===== config.mk =====
export PLATFORM = sky130hd
export DESIGN_NAME = sync_fifo_ctrl
export DESIGN_NICKNAME = d
export VERILOG_FILES = /design/src/rtl/sync_fifo_ctrl.sv
export SDC_FILE = /design/constraint.sdc
export NUM_CORES = 1
export LEC_CHECK = 0
export ABC_AREA = 1
export CORE_ASPECT_RATIO = 0.75
export CORE_MARGIN = 2
export CORE_UTILIZATION = 54
export CTS_CLUSTER_SIZE = 24
export DETAILED_ROUTE_END_ITERATION = 6
export PLACE_DENSITY = 0.77
export SETUP_SLACK_MARGIN = 0.1
export SLEW_MARGIN = 20
export SYNTH_ARGS = -nofsm -noshare
export SYNTH_HDL_FRONTEND = slang
export SYNTH_SLANG_ARGS = --single-unit

===== constraint.sdc =====
create_clock -name clk -period 2.3 [get_ports clk]
set_input_delay 0.46 -clock clk [delete_from_list [all_inputs] [get_ports clk]]
set_output_delay 0.46 -clock clk [all_outputs]
set_load 0.01 [all_outputs]

===== src/rtl/sync_fifo_ctrl.sv =====
// sync_fifo_ctrl: single-clock FIFO with exact occupancy count, programmable thresholds and error pulses.
// Define FIFO_FWFT_EN for first-word-fall-through reads; the default build uses a registered read port.
module sync_fifo_ctrl #(
  parameter int DSIZE     = 8,
  parameter int ASIZE     = 4,
  parameter int AFULL_TH  = 14,
  parameter int AEMPTY_TH = 2
) (
  input  logic             clk,
  input  logic             rst,
  input  logic [DSIZE-1:0] wdata,
  input  logic             winc,
  input  logic             rinc,
  output logic [DSIZE-1:0] rdata,
  output logic             wfull,
  output logic             rempty,
  output logic             almost_full,
  output logic             almost_empty,
  output logic [ASIZE:0]   count,
  output logic             overflow,
  output logic             underflow
);

  localparam int DEPTH = 1 << ASIZE;
  localparam logic [ASIZE:0] AFULL_LVL  = (ASIZE+1)'(AFULL_TH);
  localparam logic [ASIZE:0] AEMPTY_LVL = (ASIZE+1)'(AEMPTY_TH);

  logic [DSIZE-1:0] mem [DEPTH];
  logic [ASIZE:0]   wptr;
  logic [ASIZE:0]   rptr;
  logic [ASIZE-1:0] waddr;
  logic [ASIZE-1:0] raddr;
  logic             wen;
  logic             ren;

  assign waddr = wptr[ASIZE-1:0];
  assign raddr = rptr[ASIZE-1:0];

  // The extra MSB on each pointer separates "same slot, full" from "same slot, empty".
  assign wfull        = (wptr[ASIZE] != rptr[ASIZE]) && (waddr == raddr);
  assign rempty       = (wptr == rptr);
  assign count        = wptr - rptr;
  assign almost_full  = (count >= AFULL_LVL);
  assign almost_empty = (count <= AEMPTY_LVL);

  assign wen = winc && !wfull;
  assign ren = rinc && !rempty;

  always_ff @(posedge clk) begin
    if (wen && !rst) begin
      mem[waddr] <= wdata;
    end
  end

  always_ff @(posedge clk) begin
    if (rst) begin
      wptr      <= '0;
      rptr      <= '0;
      overflow  <= 1'b0;
      underflow <= 1'b0;
    end else begin
      if (wen) begin
        wptr <= wptr + 1'b1;
      end
      if (ren) begin
        rptr <= rptr + 1'b1;
      end
      overflow  <= winc && wfull;
      underflow <= rinc && rempty;
    end
  end

`ifdef FIFO_FWFT_EN
  // Head word is always presented; forced to zero while empty so the output never shows stale data.
  assign rdata = rempty ? '0 : mem[raddr];
`else
  logic [DSIZE-1:0] rdata_q;

  always_ff @(posedge clk) begin
    if (rst) begin
      rdata_q <= '0;
    end else if (ren) begin
      rdata_q <= mem[raddr];
    end
  end

  assign rdata = rdata_q;
`endif

endmodule


==> results of run 1 <==
==> layer usage <==
metal	routed length [um]	part of all wire, %	GRT usage, %	vias up
li1	-	-	-	2216
met2	7800	48	41.2	246
met4	417	2.6	9.82	0
met5	0	0	0	-
met3	1410	8.6	5.33	42
met1	6720	41	36.4	2302
==> worst reg2reg max path: stages, from the launching register on <==
cell     delay (ps)
dfxtp_2         330
inv_2            50
ha_1            310
nand2_4         100
buf_6           100
nor2_4           30
nand3_2          70
buf_4           120
nand2_2          60
nor2_4          250
nand2_4         170
nor2_4          300
==> flip-flops by register name (all words and copies together), names as in the netlist <==
signal / count
rdata: 8
rptr: 5
overflow: 1
underflow: 1
wptr: 5
mem: 128
==> stage by stage <==
stage	setup WS, ps	hold WS, ps	TNS, ps
floorplan	117	451	0
global placement	-140	466	-295
detailed placement	-211	479	-477
CTS	-122	513	-338
global route	-252	531	-708
finish	-190	526	-378
==> logic make-up (layout without fill, tap and decap cells) <==
kind of cell | count (synthesis) | count (layout) | share of synthesized area (%)
adder cells (fa/ha/maj) | 10 | 10 | 2.04
XOR/XNOR | 8 | 8 | 1.08
AO/OA/AOI/OAI | 43 | 43 | 3.40
flip-flops | 148 | 148 | 65.2
AND/OR/NAND/NOR | 311 | 311 | 20.1
buffers and inverters | 127 | 192 | 8.22
==> placed cells by master, fill, tap and decap left out, types with 2 or more instances in the layout <==
master / Yosys / final
xor2_2: 0 / 3
buf_6: 4 / 6
ha_4: 0 / 3
a21oi_1: 28 / 27
inv_1: 95 / 90
buf_4: 1 / 23
nor2_4: 0 / 18
nor2_1: 28 / 11
buf_12: 0 / 3
nand2_1: 184 / 179
nand3_2: 1 / 3
nand3_1: 93 / 91
xor2_1: 8 / 5
dfxtp_1: 20 / 15
dfxtp_2: 0 / 5
clkdlybuf4s50_1: 0 / 22
nand2_4: 1 / 6
nand2_2: 3 / 3
clkinvlp_4: 0 / 2
clkinv_4: 0 / 6
o21ai_0: 13 / 12
edfxtp_1: 128 / 128
bufinv_16: 0 / 2
ha_1: 9 / 6
inv_6: 0 / 2
buf_2: 18 / 6
clkbuf_16: 0 / 17
clkinv_2: 0 / 2
inv_2: 3 / 8
clkinv_1: 1 / 2
==> area by class of cell <==
cell class,instances,area share [%]
clock buffer,17,5.34
clock inverter,15,2.00
inverter,100,4.75
multi-input combinational,372,25.1
sequential,148,53.4
tap,162,2.55
timing repair buffer,60,6.91
==> final timing paths <==
check                         endpoint  slack [ps]  cells after the start
hold / removal    wptr[4]$_SDFFE_PP0N_         530                      2
hold reg to reg   wptr[4]$_SDFFE_PP0N_         530                      2
setup reg to reg  mem[12][7]$_DFFE_PP_          80                     11
setup / recovery           almost_full        -190                      9
==> what timing repair did <==
item,4_1_cts,5_1_grt
endpoints found under the hold margin,0,0
buffers inserted,5,5
pin swaps,6,10
endpoints found under the setup margin,9,128
gates resized for setup,49,19
hold buffers,0,0
==> where the power goes <==
group,internal [mW],switching [mW],total (mW)
combinational,0.433,0.759,1.19
sequential,2.97,0.0317,3.01
clock,1.60,1.12,2.72
total,5.01,1.91,6.92
==> impl_metrics.toml, run 1 <==
[drt]
vias = 4806
ant_nets = 0
drt_iter0_markers = 481
wl_um = 16300
firstDrtPassIters = 6
drt-vias-per-instance = 5.50
drc_errors = 0
routedWlPerCell_um = 18.7

[timing]
fmax_ghz = 0.402
setup_slack_ps = -190
setup_viol = 3
maxSlewHeadroom_pct = 49.2
hold_violations = 0
rsz0062_at_grt = "yes"
period_share_pct = 108
worstMarginPinSlew_ps = 760
drv_slew = 0
fin_worst_skew_ps = 10.2
period_needed_ps = 2490

[logic_synthesis]
synth_flop_cell = "edfxtp_1"
avgSynthCellArea_um2 = 10.1
ys_types = 24
ys_warn_count = 0
synth.net_count = 669
synth.most_common_cell = "nand2_1"
synth_seq_area_share_pct = 65.2
async_reset_ff_share_pct = 0
netlist_top_cells_count = "nand2_1 (184), edfxtp_1 (128), inv_1 (95)"
syn_inst = 647
ys_ff_latch = 148
synth.top_cell.area_share_pct = 59.0
synth_area_um2 = 6510
synth-edff-count = 128
synth.area.top_cells = "edfxtp_1 (59%), nand2_1 (11%), nand3_1 (7.1%)"
yosys.area.top_type = "edfxtp_1"

[clocking]
cts_buffers = 17
h-tree-depth = 4
clock_latency_ps = 430
cts-root-buf = "clkbuf_16"
cts_max_path_buffers = 2
cts.sinks = 148
path_clk_slew_ps = 70
cts_tree = "built"

[final_layout]
multi_input_area_um2 = 2000
final_design_area_no_fill_um2 = 7960
antennaDiodeCount = 0
fin_cells = 874
syn_to_final_growth_pct = 22.3
fin_util_pct = 68.3
fillers = 833
drive_gt1_share_pct = 17.3
register_area_um2 = 4250
num-nets-final = 721

[worst_setup_path]
worstSetupPathType = "reg -> out"
reg2reg_from = "rptr[1]$_SDFFE_PP0P_"
critPathLaunch = "rptr[2]$_SDFFE_PP0P_"
cp-end-kind = "primary output"
crit_chain = "inv_2 -> ha_4 -> nand2_4 -> o21ai_4 -> xor2_2 -> buf_4 -> buf_6 -> o21bai_1 -> buf_2"
crit_fanout = 3
startpoint_type = "register"
path_buf_inv = 4
crit_family = "buffers and inverters"
critical_path_arrival_ps = 2030
worstPathRequired_ps = 1840
crit_path_top_delay_cell = "dfxtp_2"
cpPeakStageDelay_ps = 350

[power]
p_leak_nw = 3.25
ir_drop_uv = 563
powerDensity_nw_per_um2 = 869
total_power_mw = 6.92

[global_routing]
first_global_vias = 4450
grt_max_degree = 68
antenna_found_initial = 0
grt_pass1_wl_um = 24600
grt_usage_pct = 26.2
grt.overflow.total = 0

[placed_design]
dpl.cell_count = 832
hpwl_um = 9460
postPlaceCellArea_um2 = 7150
portBuffers = 30
gp_congestion = 0.931

[run_status]
violations = "negative setup slack"
status = "finished, violations left"

[worst_hold_path]
hold_path_class = "reg -> reg"
min_from = "wptr[4]$_SDFFE_PP0N_"

[floorplan]
start_util_pct = 55.9
dieArea_um2 = 13000
coreArea_um2 = 11700
die_h_um = 99.1
num_rows = 34
io_pins = 31
dieWidth_um = 131

[flow_run]
cap_violations = 0
Note: power is estimated with default switching activity, not from simulation.
==> inputs of run 2 (changes only) <==
- ABC_CLOCK_PERIOD_IN_PS: default -> 2150
- clock period: 2.3 -> 2.15 ns (I/O delays scaled with it)
==> impl_metrics.toml, run 2 (same netlist as run 1, synthesis figures left out) <==
[run_status]
status = "finished, violations left"
violations = "negative setup slack"

[final_layout]
final_common_cell = "nand2_1"
fin_cells = 880
syn_to_final_growth_pct = 26.2
drive_gt1_share_pct = 17.8
layout_common_cells = "nand2_1 (179), edfxtp_1 (128), nand3_1 (91)"
antennaDiodeCount = 0
num-nets-final = 727
largest-register = "mem"
largest_reg_flops = 128

[timing]
setup_slack_ps = -302
period_share_pct = 114
maxSlewHeadroom_pct = 48.2
rsz0062_at_grt = "yes"
fmax_ghz = 0.408
setup_tns_ps = -968
period_needed_ps = 2450
worstMarginPinSlew_ps = 774
setup_viol = 5
drv_slew = 0
hold_violations = 0
fin_worst_skew_ps = 8.16

[worst_setup_path]
worstPathRequired_ps = 1720
crit_fanout = 3
critPathLaunch = "wptr[0]$_SDFFE_PP0N_"
startpoint_type = "register"
reg2reg_from = "rptr[2]$_SDFFE_PP0P_"
cp-end-kind = "primary output"
r2r_cells = 13
endpoint = "almost_full"
r2r_end = "mem[0][1]$_DFFE_PP_"
worstSetupPathType = "reg -> out"
reg2reg_slack_ps = 100
critical_path_arrival_ps = 2020

[clocking]
clock_latency_ps = 430
cts_max_path_buffers = 2
path_clk_slew_ps = 60
h-tree-depth = 4
cts.sinks = 148
cts-root-buf = "clkbuf_16"
cts_hold_buf = 0
cts_tree = "built"
cts_buffers = 17

[drt]
drt-vias-per-instance = 5.46
wl_um = 16400
drt_iter0_markers = 591
drc_errors = 0
routedWlPerCell_um = 18.7
vias = 4806
ant_nets = 0
firstDrtPassIters = 5

[placed_design]
gp_congestion = 0.870
dpl.cell_count = 831
hpwl_um = 9340
portBuffers = 30

[flow_run]
cap_violations = 0

[floorplan]
coreArea_um2 = 11700
dieArea_um2 = 13000
dieWidth_um = 131
start_util_pct = 55.9
num_rows = 34
io_pins = 31
die_h_um = 99.1

[power]
ir_drop_uv = 749
total_power_mw = 7.69
powerDensity_nw_per_um2 = 936
p_leak_nw = 3.30

[global_routing]
grt_usage_pct = 27.1
grt_max_degree = 68
antenna_found_initial = 0
grt.overflow.total = 0
first_global_vias = 4732
grt_pass1_wl_um = 25600

[worst_hold_path]
hold_path_class = "reg -> reg"
==> run 2: layout make-up <==
| type | instances | area (um^2) |
|---|---|---|
| Clock buffer | 18 | 429 |
| Clock inverter | 14 | 186 |
| Fill cell | 795 | 3440 |
| Inverter | 100 | 378 |
| Multi-Input combinational cell | 372 | 2060 |
| Sequential cell | 148 | 4250 |
| Tap cell | 162 | 203 |
| Timing Repair Buffer | 66 | 714 |
==> run 2: metal layers <==
layer | wire, um | part of all wire [%] | global-route usage [%]
met2 | 7750 | 47 | 41.8
met4 | 550 | 3.3 | 11.4
met3 | 1420 | 8.6 | 5.81
met5 | 0 | 0 | 0
met1 | 6720 | 41 | 37.8
==> run 2: timing repair <==
action                                  CTS  global route
endpoints found under the setup margin  137           144
pin swaps                                20            18
setup buffers                            15             3
resized for setup                        54            15
==> run 2: report_power, final <==
part	internal, mW	switching, mW
combinational	0.505	0.862
clock	1.93	1.18
sequential	3.18	0.0365
==> run 2: critical path, cell delays in order (launching register included) <==
cell,delay (ps)
dfxtp_2,330
inv_2,70
ha_4,130
inv_2,30
fa_2,370
xor2_2,240
nand2_1,150
o21bai_4,160
buf_6,110
==> run 2: how the worst min path moves through the flow <==
stage                          from              endpoint  slack, ps  cells past startpoint
2_1_floorplan  rptr[4]$_SDFFE_PP0P_  rptr[4]$_SDFFE_PP0P_        450                      2
3_3_place_gp   wptr[4]$_SDFFE_PP0N_  wptr[4]$_SDFFE_PP0N_        460                      2
3_5_place_dp   wptr[4]$_SDFFE_PP0N_  wptr[4]$_SDFFE_PP0N_        470                      2
4_1_cts        wptr[4]$_SDFFE_PP0N_  wptr[4]$_SDFFE_PP0N_        480                      2
5_1_grt        wptr[4]$_SDFFE_PP0N_  wptr[4]$_SDFFE_PP0N_        520                      2
6_report       wptr[4]$_SDFFE_PP0N_  wptr[4]$_SDFFE_PP0N_        480                      2
==> run 2: metrics by stage <==
stage	setup slack [ps]	hold WS (ps)	utilization (%)	area (um^2)
after floorplan	102	451	-	6740
after global placement	-277	464	62.0	7230
after detailed placement	-405	474	62.0	7230
after CTS	-286	483	69.7	8120
after global routing	-344	515	70.5	8220
final	-302	485	70.5	8220
==> edit 1: new RTL, flow settings as in run 1 <==
Change the parameter `ASIZE` from 4 to 5.
--- a/src/rtl/sync_fifo_ctrl.sv
+++ b/src/rtl/sync_fifo_ctrl.sv
@@ -2,7 +2,7 @@
 // Define FIFO_FWFT_EN for first-word-fall-through reads; the default build uses a registered read port.
 module sync_fifo_ctrl #(
   parameter int DSIZE     = 8,
-  parameter int ASIZE     = 4,
+  parameter int ASIZE     = 5,
   parameter int AFULL_TH  = 14,
   parameter int AEMPTY_TH = 2
 ) (
Interface: changed (resized count); port bits go from 31 to 32. No check against the original RTL was run, so the function may have changed too.
==> edit 1 against run 1 <==
- the flow still finishes with violations (negative setup slack)
- final cell count grew 78%
- via count up 77%
- total power grew 74%
- wire length grew 75%
- final area up 80%
- sequential cell count grew 130
- die area rose by 81%
- setup slack got worse by 0.28 ns
- area after synthesis up 85%
- critical path depth grew 1
- clock skew rose by 0.0074 ns
- sequential power up 86%
- sequential share of layout area rose by 3.4 points
- critical path type unchanged
==> edit 1: results (changes against run 1) <==
[status]
outcome=finished with violations
violations=negative setup slack

[logic_synthesis]
ys_top_cells_by_count=nand2_1, edfxtp_1, nand3_1
synth_area_leaders=edfxtp_1, nand2_1, nand3_1
syn_nets=1200  ; +79%
synth_seq_area_share_pct=67.54  ; +2.4 points
yosysUniqueCellTypes=27  ; +13%
synth_enable_flop_cells=256  ; +100%
synth_ff_type=edfxtp_1

[sta]
worst_slack_ns=-0.4656  ; -0.2761 ns
worst_pin_slew_ns=0.8247  ; +0.06470 ns
setup_viol=7  ; +4
skew_ns=0.01760  ; +0.007360 ns
tns_ns=-1.535  ; -1.157 ns

[grt]
use_met1_pct=33.55  ; -2.9 points
grtUsageMet2_pct=38.95  ; -2.3 points
met3_usage_pct=5.765  ; +0.44 points
grt_pass1_vias=8169  ; +84%
grt_pass1_wl_um=43860  ; +78%
grtUsageTotal_pct=24.22  ; -2.0 points
grt_max_degree=83  ; +22%

[final_layout]
drive_gt1_share_pct=14.23  ; -3.0 points
largest_reg_flops=256  ; +100%
nets=1261  ; +75%

[routing]
drt_iter0_drc=937  ; +95%
route.met3.wl_um=2610  ; +85%
drt-met1-wl_um=11560  ; +72%
viasPerCell=5.493  ; -0.11%
wl_met2_um=13610  ; +75%
wire_per_inst_um=18.42  ; -1.5%

[worst_setup_path]
cp-endpoint=almost_empty
crit_family=adder cells
cp_max_fo=4  ; +1
r2r_cells=13  ; +2
rr_startpoint=rptr[3]
slowest_delay_ns=0.39  ; +0.04 ns
cp.arrival_ns=2.31  ; +0.28 ns
startpoint=wptr[0]
reg2reg_to=mem[8][0]

[hold_path]
hp-start=rdata[5]

[power]
p_leak_nw=5.584  ; +72%
peakVddDrop_mv=0.6119  ; +8.6%

[placement]
dp_hpwl_um=17140  ; +81%
portBuffers=31  ; +3.3%
place_ws_ns=-0.2378  ; -0.02633 ns
gp_congestion=0.9528  ; +2.3%

[cts]
cts_buffers=26  ; +9
root_buffer=clkbuf_16
clk_path_buf_depth=3  ; +1
h-tree-depth=1  ; -3
clkLatencyLatePin_ns=0.53  ; +0.10 ns

-- edit 1: how the worst min path moves through the flow --
stage	endpoint	slack, ns	depth (start not counted)
6_report	rdata[5]	0.47	2
5_1_grt	rdata[4]	0.49	2
4_1_cts	rdata[4]	0.47	2
3_5_place_dp	rdata[7]	0.46	2
3_3_place_gp	rdata[5]	0.46	2
2_1_floorplan	rdata[0]	0.49	2
-- edit 1: worst min-delay path: stages (launching register included) --
cell and delay, ns:
dfxtp_1 0.31, nand2_1 0.06, a21oi_1 0.06
-- edit 1: logic make-up (layout without fill, tap and decap cells) --
| logic type | after synthesis | after routing | share of synthesized area, % |
|---|---|---|---|
| compound gates | 52 | 52 | 2.215 |
| xor+xnor | 5 | 5 | 0.4263 |
| fa+ha+maj | 11 | 11 | 1.206 |
| buf+inv | 182 | 263 | 6.394 |
| flops | 278 | 278 | 67.54 |
| simple gates | 649 | 649 | 22.22 |
-- edit 1: timing repair --
action,4_1_cts,5_1_grt
endpoints found under the setup margin,151,274
gates resized for setup,57,12
hold endpoints to repair,0,0
setup buffers,9,6
cloned,0,0
pin swaps,14,21
-- edit 1: cell type report --
cell class                 instances  area, um^2
timing repair buffer              88       835.8
clock inverter                    10       125.1
sequential                       278        8138
inverter                         127       488.0
tap                              294       367.9
clock buffer                      38       800.8
multi-input combinational        717        3578
fill                            1591        7660
-- edit 1: through the flow --
stage	power [W]	cells	area, um^2
after detailed placement	0.007458	1489	13160
after global placement	0.007414	1489	13160
after global routing	0.01245	1552	14330
final	0.01206	1552	14330
after CTS	0.01199	1546	14240
after floorplan	0.006831	1177	12430
-- edit 1: report_power, final --
group	total [W]	internal (W)	switching, W	leakage, nW
sequential	0.00559	0.00556	0.0000290	2.49
combinational	0.00191	0.000668	0.00124	2.65
clock	0.00456	0.00275	0.00180	0.451
==> edit 2: new RTL, settings of run 1 <==
Without the edit above. Register the output `count`, with the module's reset; this adds one clock of latency there. The other outputs are not delayed to match.
--- a/src/rtl/sync_fifo_ctrl.sv
+++ b/src/rtl/sync_fifo_ctrl.sv
@@ -25,6 +25,8 @@
   localparam logic [ASIZE:0] AFULL_LVL  = (ASIZE+1)'(AFULL_TH);
   localparam logic [ASIZE:0] AEMPTY_LVL = (ASIZE+1)'(AEMPTY_TH);
 
+  logic [ASIZE:0] count_d;
+
   logic [DSIZE-1:0] mem [DEPTH];
   logic [ASIZE:0]   wptr;
   logic [ASIZE:0]   rptr;
@@ -39,9 +41,9 @@
   // The extra MSB on each pointer separates "same slot, full" from "same slot, empty".
   assign wfull        = (wptr[ASIZE] != rptr[ASIZE]) && (waddr == raddr);
   assign rempty       = (wptr == rptr);
-  assign count        = wptr - rptr;
-  assign almost_full  = (count >= AFULL_LVL);
-  assign almost_empty = (count <= AEMPTY_LVL);
+  assign count_d      = wptr - rptr;
+  assign almost_full  = (count_d >= AFULL_LVL);
+  assign almost_empty = (count_d <= AEMPTY_LVL);
 
   assign wen = winc && !wfull;
   assign ren = rinc && !rempty;
@@ -87,5 +89,13 @@
   assign rdata = rdata_q;
 `endif
 
+  always_ff @(posedge clk) begin
+    if (rst) begin
+      count <= '0;
+    end else begin
+      count <= count_d;
+    end
+  end
+
 endmodule
 
Check against the original RTL: not equivalent (a bounded check fails within 4 cycles, from zero or initial values and one cycle with rst high).
==> edit 2 against run 1 <==
- combinational power down 3%
- largest cell class unchanged
- the flow still finishes with violations (negative setup slack)
- synthesized cell count up 1.7%
- total power up 0.41%
- clock skew down 0.0012 ns
- final area up 2.1%
- area after synthesis up 1.6%
- setup slack better by 0.042 ns
- wire length down 3.6%
- sequential cell count up 5
==> edit 2: results (changes against run 1) <==
[sta]
skew_ns=0.009054  ; -0.001185 ns
tns_ns=-0.2557  ; +0.1220 ns
worst_slack_ns=-0.1479  ; +0.04158 ns
setup_viol=2  ; -1

[power]
peakVddDrop_mv=0.8576  ; +52%
p_leak_nw=3.334  ; +2.7%

[logic_synthesis]
synthCells=658  ; +1.7%
synth_mux_area_share_pct=0  ; unchanged
syn_nets=680  ; +1.6%
ys_top_cells_by_count=nand2_1, edfxtp_1, inv_1, nand3_1, nor2_1
synth_compound_area_share_pct=3.234  ; -0.17 points
synth-xor-area-share_pct=1.059  ; -0.017 points
synthAdderAreaFrac_pct=2.005  ; -0.032 points
synth_seq_area_share_pct=65.66  ; +0.48 points
synth_area_leaders=edfxtp_1, nand2_1, dfxtp_1
yosysUniqueCellTypes=26  ; +8.3%

[worst_setup_path]
cp.arrival_ns=1.99  ; -0.04 ns
cp_max_fo=2  ; -1
crit_family=adder cells

[placement]
dp_cells=863  ; +3.7%
gp_congestion=0.8989  ; -3.5%
place_area_um2=7436  ; +4.0%
dp_hpwl_um=9950  ; +5.2%

[routing]
vias=4846  ; +0.83%
viasPerCell=5.390  ; -2.0%
drt_iter0_drc=512  ; +6.4%
wire_per_inst_um=17.51  ; -6.3%

[grt]
grt_pass1_wl_um=25460  ; +3.5%
grt_pass1_vias=4741  ; +6.5%
grtUsageMet2_pct=40.68  ; -0.55 points
grtUsageTotal_pct=25.75  ; -0.42 points
use_met1_pct=35.85  ; -0.57 points
met3_usage_pct=6.212  ; +0.89 points

[status]
violations=negative setup slack
outcome=finished with violations

[final_layout]
fill_cells=809  ; -2.9%
drive_gt1_share_pct=17.10  ; -0.18 points

## edit 2: report_power, final
group,internal [W],total [W],switching (W)
combinational,0.000423,0.00115,0.000727
clock,0.00160,0.00269,0.00109
sequential,0.00308,0.00311,0.0000381
total,0.00510,0.00695,0.00185
## edit 2: final cells by class
type	instances	area, um^2	share of cell area [%]
sequential	153	4350	53.52
multi-input combinational	378	1886	23.20
timing repair buffer	75	738.2	9.081
clock buffer	23	521.8	6.418
inverter	99	371.6	4.571
tap	162	202.7	2.493
clock inverter	9	58.81	0.7234
## edit 2: timing repair
action                     4_1_cts  5_1_grt
setup endpoints to repair      130      133
gates cloned                     0        0
pin swaps                        5        6
resized for setup               28       13
buffers inserted                 0        4
## edit 2: cells by family after synthesis
kind of cell,count (synthesis)
DFF,153
adders and majority gates,10
and+or+nand+nor,318
buffers and inverters,127
AOI/OAI and AO/OA,42
xor gates and xnor gates,8
## edit 2: worst paths after layout
check,start,to,slack [ns],cells past startpoint
max,wptr[0],almost_full,-0.15,10
min,rptr[4],rptr[4],0.49,2
max reg2reg,wptr[1],mem[6][2],0.24,10
min reg2reg,rptr[4],rptr[4],0.49,2
## edit 2: metal layers
metal | vias to the layer above | wire, um
li1 | 2276 | -
met4 | 0 | 210
met3 | 23 | 1280
met1 | 2309 | 6805
met2 | 238 | 7449
met5 | - | 0
## edit 2: metrics by stage
step	setup WS, ns	util (%)
floorplan	0.05449	-
global placement	-0.1812	63.10
detailed placement	-0.2938	63.10
CTS	-0.1732	68.49
global route	-0.2535	68.98
finish	-0.1479	68.98
## edit 2: worst reg2reg max path, stage by stage (launching register included)
cell and delay [ns]:
dfxtp_1 0.43, ha_4 0.24, nand2_2 0.06, buf_4 0.11
nor2_4 0.04, nand3_2 0.07, nand2_2 0.10, nor2_4 0.15
nand2_1 0.19, nor2_2 0.22, buf_12 0.16
